## src/rtl/aes_pkg.sv

```systemverilog
// Shared definitions for the AES byte/block data path.
// Contents:
//   BLOCK_BYTES      - bytes per AES block (16)
//   byte_t / block_t - one byte lane, and a packed 16-lane block (lane 0 in the LSBs)
//   blk_state_t      - state encoding shared by the 1-to-16 deserializer and
//                      the 16-to-1 serializer
package aes_pkg;

  localparam int BLOCK_BYTES = 16;

  typedef logic [7:0] byte_t;
  typedef byte_t [15:0] block_t;

  typedef enum logic [1:0] {
    EMPTY   = 2'd0,
    FILLING = 2'd1,
    FULL    = 2'd2
  } blk_state_t;

endpackage

```

## src/rtl/mod_reg16_1to16.sv

```systemverilog
// Byte-serial to 128-bit block deserializer.
// Collects 16 accepted bytes into a block register and presents them in
// parallel until the consumer acknowledges the block.
// Ports:
//   clk        in   rising-edge clock
//   resetn     in   asynchronous reset, active-high (1 = reset)
//   flush      in   synchronous discard of the current partial or full block
//   i          in   W-bit input byte
//   wr_en      in   byte write request
//   rd_ack     in   consumer has taken o; frees the block register
//   o          out  N x W assembled block, o[0] = first byte written
//   reg_full   out  block complete and o valid
//   reg_empty  out  no bytes held
//   n_wr       out  bytes held in the current partial block (0..15)
//   overflow   out  sticky: a write arrived while the block was full
module mod_reg16_1to16
  import aes_pkg::*;
#(
  parameter int N = BLOCK_BYTES,
  parameter int W = 8
) (
  input  logic                clk,
  input  logic                resetn,
  input  logic                flush,
  input  logic [W-1:0]        i,
  input  logic                wr_en,
  input  logic                rd_ack,
  output logic [N-1:0][W-1:0] o,
  output logic                reg_full,
  output logic                reg_empty,
  output logic [3:0]          n_wr,
  output logic                overflow
);

  localparam logic [3:0] LAST_LANE = 4'(N - 1);

  blk_state_t          state;
  blk_state_t          state_nxt;
  logic [3:0]          n_wr_nxt;
  logic                accept;
  logic                ovf_set;
  logic [N-1:0][W-1:0] block_q;

  // Next-state logic. flush outranks everything; a write in FULL is never
  // accepted but flags overflow, even when rd_ack releases the block in the
  // same cycle. The 4-bit counter wraps 15->0 naturally on the 16th byte.
  always_comb begin
    state_nxt = state;
    n_wr_nxt  = n_wr;
    accept    = 1'b0;
    ovf_set   = 1'b0;
    if (flush) begin
      state_nxt = EMPTY;
      n_wr_nxt  = '0;
    end else begin
      case (state)
        EMPTY: begin
          if (wr_en) begin
            accept    = 1'b1;
            state_nxt = FILLING;
            n_wr_nxt  = n_wr + 4'd1;
          end
        end
        FILLING: begin
          if (wr_en) begin
            accept   = 1'b1;
            n_wr_nxt = n_wr + 4'd1;
            if (n_wr == LAST_LANE) begin
              state_nxt = FULL;
            end
          end
        end
        FULL: begin
          if (wr_en) begin
            ovf_set = 1'b1;
          end
          if (rd_ack) begin
            state_nxt = EMPTY;
            n_wr_nxt  = '0;
          end
        end
        default: begin
          state_nxt = EMPTY;
          n_wr_nxt  = '0;
        end
      endcase
    end
  end

  // Control registers: state, write counter and the sticky overflow flag.
  always_ff @(posedge clk or posedge resetn) begin
    if (resetn) begin
      state    <= EMPTY;
      n_wr     <= '0;
      overflow <= 1'b0;
    end else begin
      state <= state_nxt;
      n_wr  <= n_wr_nxt;
      if (ovf_set) begin
        overflow <= 1'b1;
      end
    end
  end

  // Block register: the counter doubles as the lane select. Lanes are never
  // cleared except by reset, so a released or flushed block keeps its data.
  always_ff @(posedge clk or posedge resetn) begin
    if (resetn) begin
      block_q <= '0;
    end else if (accept) begin
      block_q[n_wr] <= i;
    end
  end

  assign o         = block_q;
  assign reg_full  = (state == FULL);
  assign reg_empty = (state == EMPTY);

endmodule

```

## config.mk

```make
export PLATFORM = sky130hd
export DESIGN_NAME = mod_reg16_1to16
export DESIGN_NICKNAME = d
export VERILOG_FILES = /design/src/rtl/aes_pkg.sv /design/src/rtl/mod_reg16_1to16.sv
export SDC_FILE = /design/constraint.sdc
export NUM_CORES = 1
export LEC_CHECK = 0
export CAP_MARGIN = 15
export CORE_MARGIN = 2
export CORE_UTILIZATION = 52
export DETAILED_ROUTE_END_ITERATION = 6
export HOLD_SLACK_MARGIN = 0.15
export PLACE_DENSITY = 0.86
export SYNTH_ARGS = -nofsm -noshare
export SYNTH_HDL_FRONTEND = slang
export SYNTH_SLANG_ARGS = --single-unit
```

## constraint.sdc

```tcl
create_clock -name clk -period 8.94 [get_ports clk]
set_input_delay 1.788 -clock clk [delete_from_list [all_inputs] [get_ports clk]]
set_output_delay 1.788 -clock clk [all_outputs]
set_load 0.005 [all_outputs]
```

---- Yosys cells after proc, flatten, opt, wreduce, memory -nomap -nowiden ----
Cells that the tools add are included.
storage, ports and cells
  latch bits .............................. 0
  bits in read-only memories .............. 0
  memories ................................ 0
  output and inout bits ................... 135
  memory bits (writable) .................. 0
  logic and storage cells ................. 53
  register bits after elaboration ......... 135
operators by class
  reduce and logical (&&, ||, !) cells .... 5
  bitwise operators ....................... 0
  multiplexer cells ....................... 18
  order comparisons ....................... 2
  add/subtract/negate cells ............... 1
  shifts and indexed selects .............. 0
  eq/ne operators ......................... 8
  div/mod/pow operators ................... 0
  multiply operators ...................... 0
operator list
  kind                                                   count
  bitwise mux 128 bit                                    1
  demux 8 bit (select 4 bit)                             1
  2-to-1 mux 4 bit                                       3
  inequality test 3 bit, second input constant           4
  2-to-1 mux 2 bit                                       5
  2-to-1 mux 8 bit                                       1
  one-hot mux 4 bit (2 select lines)                     1
  one-hot mux 2 bit (3 select lines)                     1
  < comparator 4 x 5 -> 1 bit, second input constant     1
  2-to-1 mux 1 bit                                       5
  adder 4 x 1 -> 4 bit, second input constant            1
  == test 4 bit, second input constant                   1
  >= comparator 4 x 1 -> 1 bit, second input constant    1
  AND reduction 4 bit                                    1
  inequality test 3 x 1 -> 1 bit, second input constant  1
  == test 2 x 1 -> 1 bit, second input constant          1
  == test 2 bit, second input constant                   1
  logical NOT 2 bit                                      1
  AND reduction 2 bit                                    1
  OR reduction 2 bit                                     1
  logical AND 1 bit                                      1

---- Depth between registers and ports, before layout ----
Gate-level depths: netlist (run 1).
  word-level depth ........................ 5
  gate-level depth with buffers ........... 6
  gate-level depth less buffers ........... 5

---- Worst setup path after synthesis (run 1) ----
OpenSTA, ideal clock, no wires.
  path type ............................... in2reg
  start ................................... input flush
  end ..................................... register block_q, in the netlist o[112]
  library setup time ...................... 125 ps
  stages on the path ...................... 5
  arrival time ............................ 2,869 ps
  setup slack ............................. 5,946 ps
  path through ............................ buf_4 > and4bb_4 > and3_4 > buf_6 > mux2_4
between the ends
  word-level cells in the longest chain between the ends .. 1
ends and longest elaborated chain
  element                         RTL line                RTL
  start: declaration              mod_reg16_1to16.sv:24   input logic flush,
  2-to-1 mux 1 bit                mod_reg16_1to16.sv:52   if (flush) begin
  end signal: indexed assignment  mod_reg16_1to16.sv:111  block_q[n_wr] <= i;
  end: declaration                mod_reg16_1to16.sv:42   logic [N-1:0][W-1:0] block_q;
Every way passes these cells.
A chain may end at the register's enable or synchronous reset.

---- Final worst setup path (run 1) ----
  start ................................... register state[1]
  end ..................................... output reg_full
between the ends
  word-level cells in the longest chain between the ends .. 1
ends and longest elaborated chain
  element                   RTL line                RTL
  start: declaration        mod_reg16_1to16.sv:37   blk_state_t state;
  start signal: assignment  mod_reg16_1to16.sv:97   state <= state_nxt;
  == test 2 bit             mod_reg16_1to16.sv:116  assign reg_full = (state == FULL);
  end: declaration          mod_reg16_1to16.sv:29   output logic reg_full,
Every way passes these cells.

==> results.tsv, run 1 <==
stage	metric	value	unit
synthesis	register area share after synthesis	63.23	%
global_routing	Total Routing Usage GR	24.35	%
routing	DR vias	3407	
floorplanning	Core ar.	10140	um2
clock_network	hold buffers post-CTS	0	
floorplanning	Initial Utilization	52.70	%
run_status	status	finished, final reports clean	
clock_network	Reg clk slew, reported paths	0.06	ns
routing	DRC violations left	0	
clock_network	TritonCTS Buffers	17	
floorplanning	Die Area	11100	um2
clock_network	Worst-Skew Late Latency	0.52	ns
synthesis	mapped cell area	5343	um2
floorplanning	Die Width	105.4	um
synthesis	synth unique cells	32	
worst_setup_path	Crit. End Element	output pin	
clock_network	Max Root-Sink Buffers	2	
routing	DRT iter0 DRCs	140	
min_path	Hold Crit Class	reg2reg	
worst_setup_path	worst r2r path cells	4	
worst_setup_path	Setup Crit Path Kind	reg2out	
min_path	hold depth	1	
clock_network	Root Buffer	clkbuf_8	
worst_setup_path	Arr. time, crit path	1.80	ns
sta	period utilization	40.12	%
global_routing	gr ovfl total	0	
finish	synth-to-layout area growth	39.48	%
finish	FILL cells	659	
sta	Setup violations, final	0	
clock_network	CTS sink count	135	
finish	most frequent cells in the layout	147 x clkdlybuf4s50_1, 135 x dfrtp_1, 119 x mux2_2	
sta	TNS Setup	0	ns
worst_setup_path	Worst R2R End	o[122]	
worst_setup_path	Req. time, crit path	7.15	ns
finish	commonest non-fill, non-tap cell in the layout	clkdlybuf4s50_1	
synthesis	cell count after synthesis	337	
sta	Final Hold Viols	0	
finish	Antenna diodes	0	
routing	TritonRoute pass-1 iters	4	
synthesis	Syn Area/Cell	15.85	um2
sta	final worst slack	5.353	ns
pwr	Cell Pwr Density	208.1	nW/um2
worst_setup_path	crit-path cells	nor2b_1 -> clkdlybuf4s50_1	
synthesis	FF+latch count, synth	135	
global_routing	first-pass GRT wire length	20.27	mm
worst_setup_path	launch point of the worst reg-to-reg path	n_wr[0]	
floorplanning	std cell rows	37	
synthesis	Synth Net Count	354	
sta	Slew Viols, Final	0	
global_routing	pin count of the biggest net entering global routing	70	
job	Max-Cap Viols	0	
finish	share of layout cells above drive strength 1	34.34	%
synthesis	synth warn	0	
worst_setup_path	crit path max fanout	13	
global_routing	initial antenna violation count	0	
clock_network	H-tree levels	4	
pwr	worst vdd ir	0.0001380	V
routing	final WL	12.83	mm
sta	Max-slew headroom	43.97	%
min_path	hold_sp	overflow	
place	dpl hpwl	8.526	mm
clock_network	TritonCTS clock tree	yes	
floorplanning	die height	105.4	um
sta	Worst Tran Pin Value	0.8404	ns
sta	Achievable Freq	278.8	MHz
routing	per-cell routed wire length	20.23	um
routing	ANT nets after route	0	
worst_setup_path	crit start category	flip-flop	
sta	post-route minimum period	3.587	ns
clock_network	Post-CTS Resized	0	
sta	RSZ-0062 raised after global routing	no	
place	PortBufs	147	
sta	clk_skew	0.007447	ns
clock_network	post-CTS setup repair buffer count	0	
place	RePlAce Congestion	0.8381	
routing	via density per instance	5.374	
worst_setup_path	Reg2Reg Setup Slack	6.95	ns
worst_setup_path	slowest CP cell	dfrtp_1	
place	pre-CTS worst setup slack	5.168	ns
min_path	worst hold path endpoint	overflow	
floorplanning	Ports	148	
worst_setup_path	CP peak stage delay	0.54	ns
pwr	total leakage power	3.520	nW
global_routing	vias in the first global route	3581	
finish	Nets	502	
## worst max-delay path: cells and delay by family, from the launching register on
| family | cells | cell delay [ns] |
|---|---|---|
| simple gates | 1 | 0.22 |
| flops | 1 | 0.54 |
| buf+inv | 1 | 0.53 |
## flip-flops by register name, summed over array words and instances, names as in the netlist
signal	flops
n_wr	4
state	2
o	128
overflow	1
## routing by layer
metal  part of all wire (%)  GRT usage, %  routed length (um)  vias up
li1                       -             -                   -     1496
met1                     42         31.48                5407     1776
met2                     49         38.66                6295      125
met3                    8.0         9.400                1023       10
met4                   0.77         6.571                  99        0
met5                      0             0                   0        -
## power breakdown
part	switching, mW	internal (mW)	total (mW)
Clock	0.267	0.399	0.665
Sequential	0.0272	0.661	0.688
Combinational	0.0710	0.126	0.198
Total	0.365	1.19	1.55
## worst max path at each step
stage	from	to	slack, ns	cells after the start
floorplan	resetn	n_wr[0]	3.54	1
global placement	resetn	o[113]	5.21	3
detailed placement	resetn	n_wr[2]	5.17	3
CTS	state[1]	reg_full	5.35	2
global route	state[1]	reg_full	5.26	2
finish	state[1]	reg_full	5.35	2
## metrics by stage
stage | power (mW) | cell area (um2) | hold slack [ns] | utilization, % | std cells
2_1_floorplan | 0.7660 | 5343 | 0.4663 | - | 337
3_3_place_gp | 0.8905 | 6887 | 0.4491 | 67.93 | 602
3_5_place_dp | 0.8974 | 6887 | 0.4632 | 67.93 | 602
4_1_cts | 1.561 | 7452 | 0.4766 | 73.50 | 634
5_1_grt | 1.611 | 7452 | 0.4930 | 73.50 | 634
6_report | 1.551 | 7452 | 0.4734 | 73.50 | 634
## final cells by class
cell class,count,area [um2],area share (%)
flip-flops and latches,135,3378,45.33
multi-input cells,179,1842,24.71
repair buffers,148,1479,19.85
clock buffers,18,417.9,5.608
well taps,136,170.2,2.283
clock inverters,14,147.6,1.981
inverters,4,17.52,0.2351
## synth_stat cells (all sizes together)
| library cell | number | area (um2) |
|---|---|---|
| dfrtp | 135 | 3378 |
| mux2 | 128 | 1471 |
| nand2 | 14 | 67.57 |
| clkbuf | 12 | 47.55 |
| buf | 7 | 60.06 |
| and3 | 6 | 42.54 |
| nor2 | 5 | 18.77 |
| and4bb | 4 | 57.55 |
| ha | 4 | 50.05 |
| inv | 4 | 15.01 |
| nor2b | 3 | 18.77 |
| a2bb2oi | 2 | 17.52 |
| a31oi | 2 | 12.51 |
| a22o | 1 | 8.760 |
| a311o | 1 | 10.01 |
| a31o | 1 | 8.760 |
| mux2i | 1 | 10.01 |
| nand3b | 1 | 7.510 |
| nand4 | 1 | 6.260 |
| nor3b | 1 | 7.510 |
| nor4 | 1 | 6.260 |
| o21ai | 1 | 5.000 |
| or3 | 1 | 6.260 |
| xnor2 | 1 | 8.760 |
## cells by family (layout without fill, tap and decap cells)
group / after synthesis / count (layout) / synth area share [%]
AO/OA/AOI/OAI: 8 / 8 / 1.171
flip-flops: 135 / 135 / 63.23
multiplexers: 129 / 129 / 27.73
adder cells (fa/ha/maj): 4 / 4 / 0.9368
XOR/XNOR: 1 / 1 / 0.1640
buffers and inverters: 23 / 184 / 2.295
AND/OR/NAND/NOR: 37 / 37 / 4.473
(Power assumes the default switching activity.)
==> run 2: changes to the inputs <==
--- a/config.mk
+++ b/config.mk
@@ -7,10 +7,10 @@
 export LEC_CHECK = 0
 export CAP_MARGIN = 15
 export CORE_MARGIN = 2
-export CORE_UTILIZATION = 52
+export CORE_UTILIZATION = 48
 export DETAILED_ROUTE_END_ITERATION = 6
 export HOLD_SLACK_MARGIN = 0.15
-export PLACE_DENSITY = 0.86
+export PLACE_DENSITY = 0.8
 export SYNTH_ARGS = -nofsm -noshare
 export SYNTH_HDL_FRONTEND = slang
 export SYNTH_SLANG_ARGS = --single-unit
==> constraint.sdc (replaced) <==
create_clock -name clk -period 3.4 [get_ports clk]
set_input_delay 0.68 -clock clk [delete_from_list [all_inputs] [get_ports clk]]
set_output_delay 0.68 -clock clk [all_outputs]
set_load 0.005 [all_outputs]
==> results.tsv, run 2 (synthesized netlist as in run 1, its figures left out) <==
stage	metric	value	unit	change
run_status	status	finished, final reports clean		unchanged
finish	most frequent cells in the layout	147 x clkdlybuf4s50_1, 135 x dfrtp_1, 119 x mux2_2		unchanged
worst_setup_path	Reg2Reg Setup Slack	1.41	ns	was 6.95 ns
pwr	worst vdd ir	0.0003576	V	was 0.0001380 V
floorplanning	Die Width	109.5	um	was 105.4 um
clock_network	H-tree levels	4		unchanged
worst_setup_path	CP peak stage delay	0.52	ns	was 0.54 ns
floorplanning	Initial Utilization	49.28	%	was 52.70%
routing	DRT iter0 DRCs	155		was 140
pwr	total leakage power	3.561	nW	was 3.520 nW
routing	TritonRoute pass-1 iters	4		unchanged
clock_network	Reg clk slew, reported paths	0.06	ns	about the same
clock_network	post-CTS setup repair buffer count	0		unchanged
sta	Slew Viols, Final	0		unchanged
clock_network	TritonCTS clock tree	yes		unchanged
worst_setup_path	worst r2r path cells	5		was 4
worst_setup_path	slowest CP cell	dfrtp_1		unchanged
finish	commonest non-fill, non-tap cell in the layout	clkdlybuf4s50_1		unchanged
min_path	hold_sp	overflow		unchanged
global_routing	pin count of the biggest net entering global routing	136		was 70
clock_network	TritonCTS Buffers	17		unchanged
finish	synth-to-layout area growth	41.48	%	was 39.48%
floorplanning	std cell rows	38		was 37
finish	share of layout cells above drive strength 1	34.54	%	was 34.34%
job	Max-Cap Viols	0		unchanged
global_routing	initial antenna violation count	0		unchanged
routing	DRC violations left	0		unchanged
min_path	Hold Crit Class	reg2reg		unchanged
routing	per-cell routed wire length	20.01	um	was 20.23 um
sta	final worst slack	0.9532	ns	was 5.353 ns
floorplanning	Ports	148		unchanged
sta	RSZ-0062 raised after global routing	no		unchanged
clock_network	Worst-Skew Late Latency	0.51	ns	was 0.52 ns
floorplanning	Core ar.	10840	um2	was 10140 um2
worst_setup_path	Worst Path Buf+Inv	1		unchanged
worst_setup_path	Setup Crit Path Kind	reg2out		unchanged
sta	Achievable Freq	408.7	MHz	
sta	Setup violations, final	0		unchanged
sta	post-route minimum period	2.447	ns	
routing	DR vias	3404		was 3407
global_routing	vias in the first global route	3534		was 3581
worst_setup_path	Crit. End Element	output pin		unchanged
worst_setup_path	crit start category	flip-flop		unchanged
sta	Final Hold Viols	0		unchanged
worst_setup_path	critical path depth in cells	2		unchanged
worst_setup_path	crit-path cells	nor2b_1 -> clkdlybuf4s50_1		unchanged
floorplanning	die height	109.5	um	was 105.4 um
min_path	hold depth	1		unchanged
clock_network	Max Root-Sink Buffers	2		unchanged
worst_setup_path	Arr. time, crit path	1.77	ns	was 1.80 ns
routing	via density per instance	5.335		was 5.374
place	pre-CTS worst setup slack	0.7267	ns	was 5.168 ns
worst_setup_path	Crit path max-delay family	flip-flops		unchanged
place	dpl hpwl	8.614	mm	was 8.526 mm
routing	final WL	12.76	mm	was 12.83 mm
clock_network	Root Buffer	clkbuf_8		unchanged
floorplanning	Die Area	11990	um2	was 11100 um2
sta	clk_skew	0.007309	ns	was 0.007447 ns
worst_setup_path	crit path max fanout	13		unchanged
global_routing	Total Routing Usage GR	22.28	%	was 24.35%
finish	Antenna diodes	0		unchanged
clock_network	hold buffers post-CTS	0		unchanged
sta	period utilization	71.97	%	
worst_setup_path	Worst R2R End	o[99]		was o[122]
place	RePlAce Congestion	0.8164		was 0.8381
sta	Worst Tran Pin Value	0.8627	ns	was 0.8404 ns
pwr	Cell Pwr Density	570.5	nW/um2	was 208.1 nW/um2
finish	max reg flops	128		unchanged
worst_setup_path	launch point of the worst reg-to-reg path	n_wr[0]		unchanged
min_path	worst hold path endpoint	overflow		unchanged
place	PortBufs	147		unchanged
finish	FILL cells	761		was 659
sta	Max-slew headroom	42.31	%	was 43.97%
worst_setup_path	Req. time, crit path	2.72	ns	was 7.15 ns
global_routing	gr ovfl total	0		unchanged
finish	Nets	502		unchanged
routing	ANT nets after route	0		unchanged
global_routing	first-pass GRT wire length	19.63	mm	was 20.27 mm
clock_network	Post-CTS Resized	0		unchanged
clock_network	CTS sink count	135		unchanged
sta	TNS Setup	0	ns	unchanged
-- run 2: cell types whose count changed in the layout (fill, tap and decap cells not counted) --
cell,change
clkbuf_8,+3
inv_4,-1
clkinv_2,-1
buf_4,-1
clkinvlp_4,+1
clkbuf_1,-1
inv_6,-4
buf_12,+1
bufinv_16,+3
-- run 2: worst max-delay path by stage --
stage,from,end,slack (ns)
final,state[1],reg_full,0.95
after global routing,state[1],reg_full,0.85
after CTS,state[1],reg_full,0.93
after detailed placement,wr_en,o[127],0.73
after global placement,wr_en,o[121],0.81
after floorplan,resetn,n_wr[0],1.04
-- run 2: area by class of cell --
class	count	area, um2	share of cell area, %
clock inverters	12	197.7	2.615
multi-input cells	179	1842	24.37
repair buffers	148	1491	19.73
flip-flops and latches	135	3378	44.69
clock buffers	20	455.4	6.025
well taps	140	175.2	2.317
inverters	4	18.77	0.2483
-- run 2: per-layer routing --
| layer | up-vias | share of wire (%) | track usage [%] |
|---|---|---|---|
| met1 | 1777 | 43 | 28.48 |
| met4 | 0 | 1.3 | 6.962 |
| met5 | - | 0 | 0 |
| met3 | 14 | 8.3 | 9.366 |
| li1 | 1492 | - | - |
| met2 | 121 | 48 | 34.66 |
-- run 2: through the flow --
stage                     power, mW  utilization (%)  cell area [um2]  instances  hold WS [ns]
after global routing          4.476            69.73             7559        638        0.5012
final                         4.312            69.73             7559        638        0.4839
after detailed placement      2.363            63.70             6905        606        0.4772
after global placement        2.347            63.70             6905        606        0.4678
after floorplan               2.014                -             5346        337        0.4663
after CTS                     4.354            69.73             7559        638        0.4900
-- run 2: where the power goes --
| group | internal, mW | switching [mW] |
|---|---|---|
| Combinational | 0.334 | 0.183 |
| Sequential | 1.74 | 0.0762 |
| Clock | 1.32 | 0.659 |
| Total | 3.39 | 0.918 |
==> run 3: changes to the inputs <==
--- a/config.mk
+++ b/config.mk
@@ -7,10 +7,10 @@
 export LEC_CHECK = 0
 export CAP_MARGIN = 15
 export CORE_MARGIN = 2
-export CORE_UTILIZATION = 48
+export CORE_UTILIZATION = 43
 export DETAILED_ROUTE_END_ITERATION = 6
 export HOLD_SLACK_MARGIN = 0.15
-export PLACE_DENSITY = 0.8
+export PLACE_DENSITY = 0.76
 export SYNTH_ARGS = -nofsm -noshare
 export SYNTH_HDL_FRONTEND = slang
 export SYNTH_SLANG_ARGS = --single-unit
==> constraint.sdc (replaced) <==
create_clock -name clk -period 2.2 [get_ports clk]
set_input_delay 0.44 -clock clk [delete_from_list [all_inputs] [get_ports clk]]
set_output_delay 0.44 -clock clk [all_outputs]
set_load 0.005 [all_outputs]
==> results.tsv, run 3 (synthesized netlist as in run 1, its figures left out) <==
stage	metric	value	unit	change
clock_network	TritonCTS Buffers	17		unchanged
pwr	switch share	22.30	%	was 21.29%
finish	FILL cells	922		was 761
worst_setup_path	crit path max fanout	13		unchanged
clock_network	Root Buffer	clkbuf_16		was clkbuf_8
place	Post-Place Cells	646		was 606
pwr	sw power	1.402	mW	was 0.9183 mW
worst_setup_path	Worst Path Buf+Inv	1		unchanged
routing	DRC violations left	0		unchanged
worst_setup_path	crit start category	flip-flop		unchanged
routing	DR vias	3391		was 3404
clock_network	Reg clk slew, reported paths	0.05	ns	was 0.06 ns
sta	Final Hold Viols	0		unchanged
finish	Reg area	3379	um2	was 3378 um2
finish	Nets	514		was 502
worst_setup_path	Crit path max-delay family	buffers and inverters		was flip-flops
floorplanning	Die Width	115.5	um	was 109.5 um
routing	via density per instance	5.001		was 5.335
sta	TNS Setup	0	ns	unchanged
worst_setup_path	launch point of the worst reg-to-reg path	n_wr[0]		unchanged
global_routing	Total Routing Usage GR	20.59	%	was 22.28%
routing	final WL	12.91	mm	was 12.76 mm
floorplanning	Initial Utilization	44.29	%	was 49.28%
routing	per-cell routed wire length	19.04	um	was 20.01 um
worst_setup_path	Worst R2R End	o[3]		was o[99]
clock_network	CTS sink count	135		unchanged
global_routing	first-pass GRT wire length	20.24	mm	was 19.63 mm
worst_setup_path	Req. time, crit path	1.76	ns	was 2.72 ns
pwr	clock network power share	42.3	%	was 45.9%
global_routing	gr ovfl total	0		unchanged
global_routing	pin count of the biggest net entering global routing	75		was 136
floorplanning	die height	115.5	um	was 109.5 um
place	RePlAce Congestion	0.8100		was 0.8164
finish	Multi-input gate area	1842	um2	unchanged
worst_setup_path	CP peak stage delay	0.52	ns	about the same
finish	commonest non-fill, non-tap cell in the layout	clkdlybuf4s50_1		unchanged
clock_network	Worst-Skew Late Latency	0.41	ns	was 0.51 ns
sta	Worst Tran Pin Value	0.7707	ns	was 0.8627 ns
job	Max-Cap Viols	0		unchanged
run_status	status	finished, final reports clean		unchanged
finish	Antenna diodes	0		unchanged
floorplanning	std cell rows	40		was 38
sta	Slew Viols, Final	0		unchanged
min_path	Hold Crit Class	reg2reg		unchanged
finish	Finished Layout Cells	678		was 638
pwr	cell internal pwr	4.885	mW	was 3.394 mW
worst_setup_path	Reg2Reg Setup Slack	0.34	ns	was 1.41 ns
min_path	hold_sp	overflow		unchanged
finish	max reg flops	128		unchanged
clock_network	post-CTS setup repair buffer count	0		unchanged
routing	DRT iter0 DRCs	163		was 155
worst_setup_path	worst r2r path cells	5		unchanged
sta	Setup violations, final	0		unchanged
worst_setup_path	slowest CP cell	clkdlybuf4s50_1		was dfrtp_1
sta	hold slack	0.4645	ns	was 0.4839 ns
pwr	Cell Pwr Density	822.3	nW/um2	was 570.5 nW/um2
clock_network	H-tree levels	4		unchanged
finish	synth-to-layout area growth	43.11	%	was 41.48%
sta	clk_skew	0.005535	ns	was 0.007309 ns
global_routing	vias in the first global route	3595		was 3534
clock_network	hold buffers post-CTS	0		unchanged
clock_network	TritonCTS clock tree	yes		unchanged
place	PortBufs	147		unchanged
place	dpl hpwl	9.003	mm	was 8.614 mm
floorplanning	Ports	148		unchanged
sta	period utilization	92.66	%	
floorplanning	Die Area	13330	um2	was 11990 um2
finish	share of layout cells above drive strength 1	35.49	%	was 34.54%
sta	post-route minimum period	2.039	ns	
min_path	worst hold path endpoint	overflow		unchanged
routing	ANT nets after route	0		unchanged
worst_setup_path	crit-path cells	nor2b_1 -> clkdlybuf4s50_1		unchanged
sta	Max-slew headroom	48.46	%	was 42.31%
worst_setup_path	Arr. time, crit path	1.60	ns	was 1.77 ns
global_routing	initial antenna violation count	0		unchanged
sta	RSZ-0062 raised after global routing	no		unchanged
clock_network	Max Root-Sink Buffers	2		unchanged
floorplanning	Core ar.	12060	um2	was 10840 um2
pwr	total leakage power	3.588	nW	was 3.561 nW
pwr	fraction of power consumed by sequential logic	44.6	%	was 42.1%
finish	most frequent cells in the layout	147 x clkdlybuf4s50_1, 134 x dfrtp_1, 119 x mux2_2		was 147 x clkdlybuf4s50_1, 135 x dfrtp_1, 119 x mux2_2
worst_setup_path	Setup Crit Path Kind	reg2out		unchanged
worst_setup_path	Crit. End Element	output pin		unchanged
sta	Achievable Freq	490.5	MHz	
routing	TritonRoute pass-1 iters	5		was 4
pwr	Logic pwr share	13.2	%	was 12.0%
pwr	worst vdd ir	0.0004347	V	was 0.0003576 V
min_path	hold depth	1		unchanged
==> run 3: cell types whose count changed in the layout (fill, tap and decap cells not counted), sizes merged <==
cell,before,now
buf,1,13
bufinv,5,1
clkbuf,20,25
clkinv,5,4
==> run 3: power by group through the flow <==
stage | Clock, mW | Sequential (mW) | Combinational, mW
final | 2.66 | 2.80 | 0.828
after global routing | 2.85 | 2.82 | 0.889
after CTS | 2.72 | 2.80 | 0.843
after detailed placement | 0 | 2.84 | 0.836
after global placement | 0 | 2.83 | 0.827
after floorplan | 0 | 2.85 | 0.268
==> run 3: how the worst max path moves through the flow <==
stage / start / endpoint / slack, ns / cells after the start
floorplan: resetn / n_wr[0] / 0.08 / 1
global placement: wr_en / o[96] / 0.10 / 5
detailed placement: wr_en / o[99] / 0.07 / 5
CTS: state[1] / reg_full / 0.05 / 2
global route: state[1] / reg_full / 0.05 / 2
finish: state[1] / reg_full / 0.16 / 2
==> run 3: cell type report <==
type / instances / area share [%]
sequential: 135 / 44.20
multi-input combinational: 179 / 24.09
timing repair buffer: 160 / 21.34
clock buffer: 25 / 6.480
tap: 168 / 2.749
clock inverter: 7 / 0.9000
inverter: 4 / 0.2455
==> run 3: per-stage QoR <==
stage	instance area, um2	power, mW	worst slack, ns	util, %
after floorplan	5346	3.113	0.08084	-
after global placement	7081	3.658	0.1029	58.70
after detailed placement	7081	3.679	0.07061	58.70
after CTS	7645	6.364	0.04630	63.38
after global routing	7646	6.559	0.05049	63.39
final	7646	6.287	0.1614	63.39
==> run 3: layer usage <==
layer,wire (um),GRT usage (%),vias to the layer above
li1,-,-,1517
met1,5491,25.80,1749
met2,6283,32.83,113
met3,993,8.264,12
met4,142,6.747,0
met5,0,0,-
==> run 3: what timing repair did <==
item,CTS,global route
endpoints found under the setup margin,0,1
gates resized for setup,0,1
hold endpoints to repair,0,0
